[config.mk]
export PLATFORM = sky130hd
export DESIGN_NAME = pwm_fade_ctrl_flat
export DESIGN_NICKNAME = d
export VERILOG_FILES = /design/src/rtl/pwm_fade_ctrl_if.sv /design/src/rtl/pwm_fade_ctrl.sv /design/src/flat_wrapper.sv
export SDC_FILE = /design/constraint.sdc
export NUM_CORES = 1
export LEC_CHECK = 0
export ABC_AREA = 1
export BUFFER_PORTS_ARGS = -buffer_cell sky130_fd_sc_hd__clkbuf_2
export CORE_ASPECT_RATIO = 1.75
export CORE_MARGIN = 4
export CORE_UTILIZATION = 30
export CTS_CLUSTER_SIZE = 20
export DETAILED_ROUTE_END_ITERATION = 8
export GPL_ROUTABILITY_DRIVEN = 0
export SYNTH_ARGS = -nofsm -noshare
export SYNTH_HDL_FRONTEND = slang
export SYNTH_SLANG_ARGS = --single-unit
[constraint.sdc]
create_clock -name pwm_clk -period 3.3 [get_ports pwm_clk]
set_input_delay 0.165 -clock pwm_clk [delete_from_list [all_inputs] [get_ports pwm_clk]]
set_output_delay 0.165 -clock pwm_clk [all_outputs]
set_load 0.01 [all_outputs]
[src/rtl/pwm_fade_ctrl_if.sv]
// Configuration write port of the PWM fade controller: valid/ready handshake
// carrying one channel's ramp target, step size and step interval.
interface pwm_fade_ctrl_if #(
    parameter int unsigned CH_W = 2
);
    logic            cfg_valid;
    logic            cfg_ready;
    logic [CH_W-1:0] cfg_ch;
    logic [7:0]      cfg_target;
    logic [7:0]      cfg_step;
    logic [7:0]      cfg_interval;

    modport master (
        output cfg_valid,
        output cfg_ch,
        output cfg_target,
        output cfg_step,
        output cfg_interval,
        input  cfg_ready
    );

    modport slave (
        input  cfg_valid,
        input  cfg_ch,
        input  cfg_target,
        input  cfg_step,
        input  cfg_interval,
        output cfg_ready
    );
endinterface

[src/rtl/pwm_fade_ctrl.sv]
// Shared round-robin fade engine: ramps each PWM channel's duty toward its target,
// one channel serviced per clock, paced by the PWM units' period ticks.
module pwm_fade_ctrl #(
    parameter int unsigned NUM_CH = 4,
    parameter int unsigned CH_W   = 2
) (
    input  logic                pwm_clk,
    input  logic                pwm_reset,
    pwm_fade_ctrl_if.slave      cfg,
    input  logic [NUM_CH-1:0]   pwm_period_in,
    output logic [NUM_CH*8-1:0] pwm_value_o,
    output logic [NUM_CH-1:0]   ch_busy,
    output logic [NUM_CH-1:0]   ch_done,
    output logic                tick_overrun
);

    logic [7:0] cur_q  [NUM_CH];
    logic [7:0] cur_d  [NUM_CH];
    logic [7:0] tgt_q  [NUM_CH];
    logic [7:0] tgt_d  [NUM_CH];
    logic [7:0] step_q [NUM_CH];
    logic [7:0] step_d [NUM_CH];
    logic [7:0] ival_q [NUM_CH];
    logic [7:0] ival_d [NUM_CH];
    logic [7:0] icnt_q [NUM_CH];
    logic [7:0] icnt_d [NUM_CH];

    logic [NUM_CH-1:0] pend_q, pend_d;
    logic [NUM_CH-1:0] busy_q, busy_d;
    logic [NUM_CH-1:0] done_q, done_d;
    logic              ovr_q, ovr_d;
    logic              rdy_q;
    logic [CH_W-1:0]   ptr_q, ptr_d;

    logic [2*NUM_CH-1:0] pend_dbl;
    logic [NUM_CH-1:0]   pend_rot;
    logic [NUM_CH-1:0]   gnt_oh;
    logic                gnt_vld;
    int unsigned         gnt_idx;
    logic                cfg_fire;

    logic [8:0] sum9    [NUM_CH];
    logic [8:0] dif9    [NUM_CH];
    logic [7:0] stepped [NUM_CH];

    assign cfg_fire = cfg.cfg_valid & rdy_q;

    // Rotate pend so bit 0 is the pointer position; the lowest set bit is the grant.
    always_comb begin
        pend_dbl = {pend_q, pend_q} >> ptr_q;
        pend_rot = pend_dbl[NUM_CH-1:0];
        gnt_vld  = 1'b0;
        gnt_idx  = 0;
        for (int k = 0; k < NUM_CH; k++) begin
            if (!gnt_vld && pend_rot[k]) begin
                gnt_vld = 1'b1;
                gnt_idx = (32'(ptr_q) + 32'(k)) % NUM_CH;
            end
        end
        gnt_oh = '0;
        for (int i = 0; i < NUM_CH; i++) begin
            gnt_oh[i] = gnt_vld && (gnt_idx == i);
        end
        ptr_d = gnt_vld ? CH_W'((gnt_idx + 1) % NUM_CH) : ptr_q;
    end

    // Candidate next duty per channel, clamped to the target in 9-bit arithmetic.
    always_comb begin
        for (int i = 0; i < NUM_CH; i++) begin
            sum9[i] = {1'b0, cur_q[i]} + {1'b0, step_q[i]};
            dif9[i] = {1'b0, cur_q[i]} - {1'b0, step_q[i]};
            if (step_q[i] == 8'd0) begin
                stepped[i] = tgt_q[i];
            end else if (cur_q[i] < tgt_q[i]) begin
                stepped[i] = (sum9[i] > {1'b0, tgt_q[i]}) ? tgt_q[i] : sum9[i][7:0];
            end else begin
                stepped[i] = (dif9[i][8] || (dif9[i] < {1'b0, tgt_q[i]})) ?
                             tgt_q[i] : dif9[i][7:0];
            end
        end
    end

    always_comb begin
        pend_d = (pend_q & ~gnt_oh) | pwm_period_in;
        ovr_d  = ovr_q | (|(pend_q & ~gnt_oh & pwm_period_in));
        done_d = '0;
        busy_d = '0;
        for (int i = 0; i < NUM_CH; i++) begin
            cur_d[i]  = cur_q[i];
            tgt_d[i]  = tgt_q[i];
            step_d[i] = step_q[i];
            ival_d[i] = ival_q[i];
            icnt_d[i] = icnt_q[i];
            if (gnt_oh[i] && (cur_q[i] != tgt_q[i])) begin
                if (icnt_q[i] < ival_q[i]) begin
                    icnt_d[i] = icnt_q[i] + 8'd1;
                end else begin
                    icnt_d[i] = 8'd0;
                    cur_d[i]  = stepped[i];
                    done_d[i] = (stepped[i] == tgt_q[i]);
                end
            end
            // A write landing on the serviced channel overrides that service entirely.
            if (cfg_fire && (32'(cfg.cfg_ch) == i)) begin
                cur_d[i]  = cur_q[i];
                tgt_d[i]  = cfg.cfg_target;
                step_d[i] = cfg.cfg_step;
                ival_d[i] = cfg.cfg_interval;
                icnt_d[i] = 8'd0;
                done_d[i] = 1'b0;
            end
            busy_d[i] = (cur_d[i] != tgt_d[i]);
        end
    end

    always_ff @(posedge pwm_clk) begin
        if (pwm_reset) begin
            for (int i = 0; i < NUM_CH; i++) begin
                cur_q[i]  <= '0;
                tgt_q[i]  <= '0;
                step_q[i] <= '0;
                ival_q[i] <= '0;
                icnt_q[i] <= '0;
            end
            pend_q <= '0;
            busy_q <= '0;
            done_q <= '0;
            ovr_q  <= 1'b0;
            rdy_q  <= 1'b0;
            ptr_q  <= '0;
        end else begin
            cur_q  <= cur_d;
            tgt_q  <= tgt_d;
            step_q <= step_d;
            ival_q <= ival_d;
            icnt_q <= icnt_d;
            pend_q <= pend_d;
            busy_q <= busy_d;
            done_q <= done_d;
            ovr_q  <= ovr_d;
            rdy_q  <= 1'b1;
            ptr_q  <= ptr_d;
        end
    end

    always_comb begin
        pwm_value_o = '0;
        for (int i = 0; i < NUM_CH; i++) begin
            pwm_value_o[8*i +: 8] = cur_q[i];
        end
    end

    assign cfg.cfg_ready = rdy_q;
    assign ch_busy       = busy_q;
    assign ch_done       = done_q;
    assign tick_overrun  = ovr_q;

endmodule

[src/flat_wrapper.sv]
// flat-port wrapper written by rule: the top's interface ports become plain ports
module pwm_fade_ctrl_flat 
#(
    parameter int unsigned NUM_CH = 4,
    parameter int unsigned CH_W   = 2
)
  (pwm_clk, pwm_reset, pwm_period_in, pwm_value_o, ch_busy, ch_done, tick_overrun, cfg_cfg_valid, cfg_cfg_ch, cfg_cfg_target, cfg_cfg_step, cfg_cfg_interval, cfg_cfg_ready);
  pwm_fade_ctrl_if #(.CH_W(CH_W)) cfg_i ();
  input  logic pwm_clk;
  input  logic pwm_reset;
  input  logic [NUM_CH-1:0] pwm_period_in;
  output logic [NUM_CH*8-1:0] pwm_value_o;
  output logic [NUM_CH-1:0] ch_busy;
  output logic [NUM_CH-1:0] ch_done;
  output logic tick_overrun;
  input wire logic [$bits(cfg_i.cfg_valid)-1:0] cfg_cfg_valid;
  input wire logic [$bits(cfg_i.cfg_ch)-1:0] cfg_cfg_ch;
  input wire logic [$bits(cfg_i.cfg_target)-1:0] cfg_cfg_target;
  input wire logic [$bits(cfg_i.cfg_step)-1:0] cfg_cfg_step;
  input wire logic [$bits(cfg_i.cfg_interval)-1:0] cfg_cfg_interval;
  output wire logic [$bits(cfg_i.cfg_ready)-1:0] cfg_cfg_ready;
  assign cfg_i.cfg_valid = cfg_cfg_valid;
  assign cfg_i.cfg_ch = cfg_cfg_ch;
  assign cfg_i.cfg_target = cfg_cfg_target;
  assign cfg_i.cfg_step = cfg_cfg_step;
  assign cfg_i.cfg_interval = cfg_cfg_interval;
  assign cfg_cfg_ready = cfg_i.cfg_ready;
  pwm_fade_ctrl #(.NUM_CH(NUM_CH), .CH_W(CH_W)) u_core (.pwm_clk(pwm_clk), .pwm_reset(pwm_reset), .cfg(cfg_i), .pwm_period_in(pwm_period_in), .pwm_value_o(pwm_value_o), .ch_busy(ch_busy), .ch_done(ch_done), .tick_overrun(tick_overrun));
endmodule
==> results.sh, run 1 <==
export IMPL_grtUsageMet1_pct=19.4
export IMPL_ant_nets=0
export IMPL_arrival_ns=3.85
export IMPL_final_max_slew_viol_count=0
export IMPL_power_frac_comb_pct=68.3
export IMPL_worst_setup_path_start_kind="register"
export IMPL_grt_pass1_vias=17534
export IMPL_start_util_pct=30.3
export IMPL_io_pins=75
export IMPL_cts_buffer_depth=2
export IMPL_numCtsBuffers=17
export IMPL_yosys_mux_area_fraction_pct=0.133
export IMPL_synth_edff_count=0
export IMPL_setup_viol=11
export IMPL_clk_pin_slew_ns=0.07
export IMPL_synth_async_reset_ratio_pct=0
export IMPL_violations="negative setup slack"
export IMPL_fmax_mhz=282
export IMPL_crit_family="simple AND/OR/NAND/NOR gates"
export IMPL_first_pass_iters=5
export IMPL_dp_hpwl_um=44500
export IMPL_yosysTopAreaCell="dfxtp_1"
export IMPL_cts_root_buffer="clkbuf_16"
export IMPL_grt_busiest_layer="met2"
export IMPL_wl_per_cell_um=17.1
export IMPL_netSwitchingPower_mw=7.14
export IMPL_crit_type="reg -> reg"
export IMPL_clkPwrFrac_pct=15.4
export IMPL_grt_usage_pct=20.5
export IMPL_whs_ns=0.0718
export IMPL_numPortBuffers=74
export IMPL_antenna_found_initial=5
export IMPL_yosysWarnings=0
export IMPL_rows=108
export IMPL_critPathMaxStageDelay_ns=0.37
export IMPL_clock_skew_ns=0.0165
export IMPL_setup_tns_ns=-1.44
export IMPL_cp_common_cell="nand2_2"
export IMPL_yosys_cell_count_top_type="nand2_1"
export IMPL_drc_errors=0
export IMPL_placeableCoreArea_mm2=0.0497
export IMPL_path_buf_inv=5
export IMPL_relSlewSlack_pct=46.1
export IMPL_syn_inst=2321
export IMPL_grt_first_pass_wirelength_um=88400
export IMPL_tightest_slew_ns=0.808
export IMPL_synth_top_family_by_area="simple AND/OR/NAND/NOR gates"
export IMPL_grt_start_max_net_pins=54
export IMPL_place_ws_ns=-0.636
export IMPL_seq_area_frac_synth_pct=23.4
export IMPL_fin_area_mm2=0.0217
export IMPL_synth_compound_area_share_pct=13.5
export IMPL_fin_cells=3413
export IMPL_fp_dieArea_mm2=0.0541
export IMPL_synth_simple_area_share_pct=34.0
export IMPL_synth_xor_area_share_pct=2.79
export IMPL_netlist_area_leader_share_pct=23.4
export IMPL_use_met2_pct=38.9
export IMPL_fillerInstances=5065
export IMPL_drv_cap=0
export IMPL_peakVddDrop_v=0.000527
export IMPL_area_growth_pct=43.8
export IMPL_ys_types=54
export IMPL_netlist_area_mm2=0.0151
export IMPL_drt_iter0_drc=994
export IMPL_wirelength_um=58500
export IMPL_drive_gt1_share_pct=33.2
export IMPL_synth_ff_type="dfxtp_1"
export IMPL_vias_per_cell=5.09
export IMPL_fin_util_pct=43.6
export IMPL_total_power_mw=14.9
export IMPL_ys_seq_elements=176
export IMPL_timing_final_crit_share_pct=107
export IMPL_syn_nets=2554
export IMPL_cts_tree="yes"
export IMPL_p_leak_nw=10.5
export IMPL_synthTopCellsByCount="nand2_1 (593), inv_1 (287), nand3_1 (277)"
export IMPL_htree_levels=4
export IMPL_use_met3_pct=2.90
export IMPL_synth_fa_ha_area_share_pct=17.0
export IMPL_grt_overflow=0
export IMPL_slowest_stage="dfxtp_4"
export IMPL_numPlacedInstances=3308
export IMPL_worstPathRequired_ns=3.61
export IMPL_rsz0062_at_grt="true"
export IMPL_fin_nets=2972
export IMPL_p_per_area_mw_per_mm2=686
export IMPL_cp_end_kind="register"
export IMPL_switching_share_pct=48.0
export IMPL_placed_area_mm2=0.0184
export IMPL_synth_area_leaders="dfxtp_1 (23%), ha_1 (16%), nand2_1 (15%), nand3_1 (9.2%), inv_1 (7.1%)"
export IMPL_cts_sinks=176
export IMPL_seqPwrFrac_pct=16.3
export IMPL_chipHeight_um=305
export IMPL_clock_latency_ns=0.46
export IMPL_finalHoldViolations=0
export IMPL_vias=17382
export IMPL_avgSynthCellArea_um2=6.50
export IMPL_die_x_um=178
export IMPL_min_period_ns=3.54
export IMPL_status="finished with violations"
export IMPL_setup_slack_ns=-0.242
export IMPL_p_int_mw=7.75
export IMPL_cp_max_fo=5
export IMPL_worstHoldPathType="in -> reg"
[power by group through the flow]
stage	Combinational (mW)	Sequential, mW	Clock [mW]
6_report	10.2	2.43	2.29
5_1_grt	11.0	2.44	2.40
4_1_cts	8.87	2.42	2.34
3_5_place_dp	7.79	2.46	0
3_3_place_gp	7.67	2.46	0
2_1_floorplan	4.81	2.47	0
[flip-flops by register name (all words and copies together) (netlist names)]
name	cells
u_core.cfg.cfg_ready	1
u_core.ch_busy	4
u_core.ch_done	4
u_core.icnt_q	32
u_core.ival_q	32
u_core.pend_q	4
u_core.ptr_q	2
u_core.pwm_value_o	32
u_core.step_q	32
u_core.tgt_q	32
u_core.tick_overrun	1
[worst paths after layout]
path                         startpoint                 to  slack [ns]  cells past startpoint
setup / recovery  u_core.pwm_value_o[0]  u_core.ch_busy[0]       -0.24                     29
hold / removal      cfg_cfg_interval[0]   u_core.ival_q[0]        0.07                      3
setup reg to reg  u_core.pwm_value_o[0]  u_core.ch_busy[0]       -0.24                     29
hold reg to reg       u_core.ival_q[17]  u_core.ival_q[17]        0.46                      2
[kinds of logic after synthesis]
group / Yosys count
buffers and inverters: 363
AOI/OAI and AO/OA: 376
adders and majority gates: 200
DFF: 176
xor gates and xnor gates: 48
and+or+nand+nor: 1156
muxes: 2
[worst register-to-register path: cells and delay by family (launching register included)]
kind                       cells  cell delay (ns)
adders and majority gates      3             0.74
AOI/OAI and AO/OA              2             0.25
and+or+nand+nor               18             1.43
DFF                            1             0.37
buffers and inverters          5             0.47
xor gates and xnor gates       1             0.15
[cell type report]
class	count	area, um2	share of cell area [%]
clock buffer	19	443	2.04
multi-input combinational	1783	12100	55.6
clock inverter	13	200	0.923
sequential	176	3570	16.5
tap	660	826	3.81
inverter	303	1160	5.34
timing repair buffer	458	3440	15.9
antenna	1	2.50	0.0115
[routing by layer]
layer,up-vias,routed length (um)
li1,8465,-
met1,8075,20000
met2,582,30800
met3,254,2440
met4,6,5180
met5,-,28
[timing repair]
action                     CTS  global route
cloned                       1             0
pin swaps                   98           177
setup endpoints to repair   40            47
resized for setup          222           266
buffers inserted            36            36
hold endpoints to repair     4             0
hold buffers                 4             0
[cell usage in the layout (no fill, tap or decap), types with 29 or more instances in the layout]
master,n
clkbuf_2,73
nand3_1,181
ha_4,29
ha_1,160
nand3_2,97
dfxtp_1,154
o21ai_0,116
buf_6,31
buf_4,345
inv_1,268
a21oi_1,159
nand2_1,489
nor2_1,141
nand2_2,85
Power figures use the tool's default switching activity.
==> run 2, diff against run 1 <==
==> constraint.sdc (replaced) <==
create_clock -name pwm_clk -period 3.3 [get_ports pwm_clk]
set_input_delay 0.33 -clock pwm_clk [delete_from_list [all_inputs] [get_ports pwm_clk]]
set_output_delay 0.33 -clock pwm_clk [all_outputs]
set_load 0.01 [all_outputs]
==> run 2 against run 1 <==
  * The flow still finishes with violations (negative setup slack)
  * Via count up 0.47%
  * Core utilization fell by 0.23 points
  * First-iteration DRC count down 2.9%
  * Final cell count about the same
  * Cell area shrank 0.52%
  * Hold slack improved by 0.039 ns
  * Sequential power hardly changed
  * Die area did not move
  * Combinational power barely moved
  * Critical path depth is 2 lower
  * Wire length hardly changed
  * Register-to-register slack better by 0.05 ns
  * Largest cell class unchanged
  * Largest power group unchanged
==> results.sh, run 2 (synthesized netlist as in run 1, its figures left out) <==
export IMPL_status="finished with violations"
export IMPL_violations="negative setup slack"
export IMPL_grt_start_max_net_pins=56
export IMPL_final_max_slew_viol_count=0
export IMPL_grt_busiest_layer="met2"
export IMPL_cts_root_buffer="clkbuf_16"
export IMPL_grt_overflow=0
export IMPL_setup_viol=11
export IMPL_place_ws_ns=-0.711
export IMPL_layout_commonest_cell="nand2_1"
export IMPL_numCtsBuffers=17
export IMPL_arrival_ns=3.81
export IMPL_fp_dieArea_mm2=0.0541
export IMPL_drive_gt1_share_pct=33.6
export IMPL_numPortBuffers=74
export IMPL_drt_iter0_drc=965
export IMPL_fin_nets=2974
export IMPL_finalHoldViolations=0
export IMPL_first_pass_iters=7
export IMPL_dp_hpwl_um=44800
export IMPL_fmax_mhz=286
export IMPL_worstPathRequired_ns=3.62
export IMPL_cp_max_fo=5
export IMPL_r2r_start="u_core.pwm_value_o[24]"
export IMPL_relSlewSlack_pct=45.1
export IMPL_wl_per_cell_um=17.1
export IMPL_chipHeight_um=305
export IMPL_crit_type="reg -> reg"
export IMPL_wirelength_um=58500
export IMPL_worst_setup_path_start_kind="register"
export IMPL_ant_nets=0
export IMPL_antenna_found_initial=2
export IMPL_hold_path_startpoint="pwm_period_in[0]"
export IMPL_placeableCoreArea_mm2=0.0497
export IMPL_fin_util_pct=43.4
export IMPL_p_per_area_mw_per_mm2=694
export IMPL_area_growth_pct=43.0
export IMPL_clock_latency_ns=0.45
export IMPL_drv_cap=0
export IMPL_timing_final_crit_share_pct=106
export IMPL_worstHoldPathType="in -> reg"
export IMPL_drc_errors=0
export IMPL_grtUsageMet1_pct=19.5
export IMPL_vias_per_cell=5.11
export IMPL_critPathLaunch="u_core.pwm_value_o[24]"
export IMPL_min_period_ns=3.49
export IMPL_cts_buffer_depth=2
export IMPL_vias=17463
export IMPL_p_leak_nw=10.4
export IMPL_rows=108
export IMPL_final_cell_mix="nand2_1 (489), buf_4 (356), inv_1 (265)"
export IMPL_clk_pin_slew_ns=0.08
export IMPL_use_met2_pct=38.2
export IMPL_grt_usage_pct=20.5
export IMPL_setup_slack_ns=-0.191
export IMPL_rsz0062_at_grt="true"
export IMPL_cts_sinks=176
export IMPL_grt_pass1_vias=17496
export IMPL_htree_levels=4
export IMPL_clock_skew_ns=0.0126
export IMPL_peakVddDrop_v=0.000544
export IMPL_tightest_slew_ns=0.823
export IMPL_use_met3_pct=2.62
export IMPL_start_util_pct=30.3
export IMPL_die_x_um=178
export IMPL_cts_tree="yes"
export IMPL_io_pins=75
export IMPL_grt_first_pass_wirelength_um=88200
export IMPL_cp_end_kind="register"
-- run 2: metrics by stage --
stage | cells | power [mW] | cell area [um2] | hold WS, ns | TNS, ns
2_1_floorplan | 2321 | 7.28 | 15100 | 0.433 | 0
3_3_place_gp | 3313 | 10.1 | 18400 | 0.442 | -6.82
3_5_place_dp | 3313 | 10.2 | 18400 | 0.455 | -8.92
4_1_cts | 3388 | 13.6 | 20300 | 0.0923 | -1.75
5_1_grt | 3414 | 16.0 | 21600 | 0.133 | -5.01
6_report | 3415 | 15.0 | 21600 | 0.111 | -1.45
-- run 2: worst paths after layout --
check                                          to  slack [ns]  cells after the start
worst min-delay path             u_core.pend_q[0]        0.11                      3
worst min register to register  u_core.ival_q[31]        0.46                      2
worst max-delay path            u_core.ch_busy[3]       -0.19                     27
worst max register to register  u_core.ch_busy[3]       -0.19                     27
-- run 2: timing repair --
| action | 4_1_cts | 5_1_grt |
|---|---|---|
| gates cloned | 1 | 0 |
| pin swaps | 130 | 154 |
| hold buffers | 0 | 0 |
| buffers inserted | 45 | 31 |
| setup endpoints to repair | 40 | 44 |
| gates resized for setup | 238 | 243 |
-- run 2: critical path: stages, from the launching register on --
cell,delay [ns]
dfxtp_4,0.37
inv_4,0.06
ha_4,0.14
inv_4,0.04
fa_2,0.38
a31oi_4,0.22
xor2_2,0.22
ha_4,0.24
and3_1,0.15
nand2_1,0.08
nand2_2,0.09
nand2_1,0.08
nand2_1,0.05
nand2_1,0.07
nand2_2,0.08
nand2_4,0.09
buf_6,0.13
nand2_2,0.05
nand3_2,0.08
nand2_2,0.05
nand2_2,0.07
nand3_2,0.09
nand3_2,0.08
nand2_2,0.06
nor2_2,0.11
nand2_2,0.09
nor2_1,0.12
nor2_1,0.05
-- run 2: metal layers --
metal	routed length [um]	share of wire (%)
met2	30700	53
met3	2290	3.9
met5	12	0.021
met1	20100	34
met4	5420	9.3
-- run 2: layout make-up --
class	instances	area (um2)
Antenna cell	1	2.50
Clock buffer	18	439
Clock inverter	14	165
Fill cell	5031	28100
Inverter	303	1160
Multi-Input combinational cell	1783	12000
Sequential cell	176	3570
Tap cell	660	826
Timing Repair Buffer	460	3420
-- run 2: report_power, final --
group	total (mW)	switching, mW	internal [mW]	leakage [nW]
Sequential	2.42	0.148	2.28	1.44
Combinational	10.4	6.10	4.30	8.70
Clock	2.15	0.983	1.16	0.297
==> run 3, diff against run 2 <==
--- a/config.mk
+++ b/config.mk
@@ -9,10 +9,12 @@
 export BUFFER_PORTS_ARGS = -buffer_cell sky130_fd_sc_hd__clkbuf_2
 export CORE_ASPECT_RATIO = 1.75
 export CORE_MARGIN = 4
-export CORE_UTILIZATION = 30
+export CORE_UTILIZATION = 50
 export CTS_CLUSTER_SIZE = 20
 export DETAILED_ROUTE_END_ITERATION = 8
 export GPL_ROUTABILITY_DRIVEN = 0
+export PLACE_DENSITY = 0.7
+export SLEW_MARGIN = 0
 export SYNTH_ARGS = -nofsm -noshare
 export SYNTH_HDL_FRONTEND = slang
 export SYNTH_SLANG_ARGS = --single-unit
==> run 3 against run 2 <==
  * The run still ends with negative setup slack left
  * Clock skew about the same
  * First-iteration DRC count increased by 61%
  * Sequential power about the same
  * Global-route usage increased by 13 points
  * Core utilization increased by 29 points
  * Critical path type unchanged
  * Largest cell class unchanged
  * Largest power group unchanged
==> results.sh, run 3 (synthesized netlist as in run 1, its figures left out) <==
export IMPL_cts_buffer_depth=2
export IMPL_rsz0062_at_grt="true"
export IMPL_relSlewSlack_pct=25.1
export IMPL_drv_cap=0
export IMPL_worstHoldPathType="in -> reg"
export IMPL_setup_slack_ns=-0.509
export IMPL_critPathMaxStageDelay_ns=0.38
export IMPL_placeableCoreArea_mm2=0.0296
export IMPL_final_cell_mix="nand2_1 (489), buf_4 (329), inv_1 (265)"
export IMPL_hold_path_startpoint="pwm_period_in[1]"
export IMPL_hold_depth=3
export IMPL_final_max_slew_viol_count=0
export IMPL_place_ws_ns=-0.740
export IMPL_cp_common_cell="nand2_2"
export IMPL_crit_family="simple AND/OR/NAND/NOR gates"
export IMPL_min_to="u_core.pend_q[1]"
export IMPL_grt_usage_pct=33.6
export IMPL_io_pins=75
export IMPL_fin_nets=2961
export IMPL_htree_levels=4
export IMPL_drive_gt1_share_pct=33.6
export IMPL_area_growth_pct=41.4
export IMPL_path_buf_inv=8
export IMPL_worstPathRequired_ns=3.70
export IMPL_rows=83
export IMPL_numPortBuffers=74
export IMPL_fin_util_pct=72.1
export IMPL_first_pass_iters=6
export IMPL_finalHoldViolations=0
export IMPL_fmax_mhz=263
export IMPL_peakVddDrop_v=0.000760
export IMPL_die_x_um=139
export IMPL_cp_max_fo=5
export IMPL_min_period_ns=3.81
export IMPL_clock_latency_ns=0.46
export IMPL_fin_area_mm2=0.0213
export IMPL_drc_errors=0
export IMPL_reg2reg_depth=31
export IMPL_wirelength_um=62300
export IMPL_grt_first_pass_wirelength_um=88800
export IMPL_arrival_ns=4.20
export IMPL_vias_per_cell=5.90
export IMPL_dp_hpwl_um=42300
export IMPL_r2r_end="u_core.ch_done[1]"
export IMPL_wl_per_cell_um=20.0
export IMPL_cts_sinks=176
export IMPL_antenna_found_initial=4
export IMPL_setup_viol=22
export IMPL_timing_final_crit_share_pct=115
export IMPL_vias=18434
export IMPL_start_util_pct=51.0
export IMPL_crit_type="reg -> reg"
export IMPL_cts_tree="yes"
export IMPL_clock_skew_ns=0.0121
export IMPL_violations="negative setup slack"
export IMPL_worst_setup_path_start_kind="register"
export IMPL_numCtsBuffers=17
export IMPL_cp_end_kind="register"
export IMPL_p_per_area_mw_per_mm2=717
export IMPL_layout_commonest_cell="nand2_1"
export IMPL_grt_start_max_net_pins=53
export IMPL_chipHeight_um=238
export IMPL_grt_overflow=0
export IMPL_cts_root_buffer="clkbuf_16"
export IMPL_fp_dieArea_mm2=0.0331
export IMPL_rrSetupSlack_ns=-0.51
export IMPL_slowest_stage="fa_2"
export IMPL_r2r_start="u_core.pwm_value_o[8]"
export IMPL_p_leak_nw=10.4
export IMPL_tightest_slew_ns=1.11
export IMPL_placed_area_mm2=0.0180
export IMPL_status="finished with violations"
export IMPL_grt_pass1_vias=17770
export IMPL_ant_nets=0
export IMPL_drt_iter0_drc=1557
export IMPL_clk_pin_slew_ns=0.07
-- run 3: cell types whose count changed in the layout (fill, tap and decap cells not counted), sizes merged --
cell,delta
clkinv,+1
inv,-2
nand2,+2
bufinv,-1
buf,-15
clkbuf,+2
-- run 3: cell type report --
class	count	area, um2
repair buffers	445	3350
fillers	2199	8270
clock inverters	12	120
multi-input cells	1785	12200
well taps	382	478
clock buffers	20	457
diodes	1	2.50
inverters	303	1160
flip-flops and latches	176	3580
-- run 3: how the worst max path moves through the flow --
stage	cells after the start	end	slack, ns	from
CTS	27	u_core.ch_busy[1]	-0.34	u_core.step_q[16]
detailed placement	27	u_core.ch_busy[1]	-0.74	u_core.step_q[16]
global placement	27	u_core.ch_busy[1]	-0.75	u_core.pwm_value_o[8]
finish	31	u_core.ch_done[1]	-0.51	u_core.pwm_value_o[8]
floorplan	29	u_core.ch_busy[1]	0.009	u_core.pwm_value_o[8]
global route	30	u_core.ch_busy[1]	-0.63	u_core.step_q[18]
-- run 3: power breakdown --
part	switching, mW	leakage [nW]	total, mW	internal [mW]
clock	0.973	0.284	2.07	1.10
combinational	6.47	8.70	10.8	4.33
sequential	0.150	1.44	2.42	2.27
-- run 3: metal layers --
layer | global-route usage [%] | share of wire [%] | vias up
met5 | 0 | 0.058 | -
met2 | 61.7 | 50 | 1003
li1 | - | - | 8455
met1 | 32.4 | 32 | 8534
met4 | 28.0 | 10 | 4
met3 | 5.54 | 7.9 | 438
-- run 3: worst min-delay path, stage by stage --
cell and delay, ns:
clkbuf_2 0.09, a21oi_1 0.04, nor2_1 0.07
-- run 3: what timing repair did --
item	CTS	global route
buffers inserted	46	34
setup endpoints to repair	38	40
hold buffers	0	0
cloned	3	0
resized for setup	228	291
pin swaps	119	197
-- run 3: per-stage QoR --
stage | TNS [ns] | power [mW] | instances | hold WS [ns]
6_report | -4.23 | 15.3 | 3124 | 0.101
5_1_grt | -8.28 | 16.1 | 3123 | 0.104
4_1_cts | -1.43 | 13.2 | 3099 | 0.0953
3_5_place_dp | -8.95 | 10.0 | 3018 | 0.448
3_3_place_gp | -7.73 | 9.89 | 3018 | 0.443
2_1_floorplan | 0 | 7.28 | 2321 | 0.433
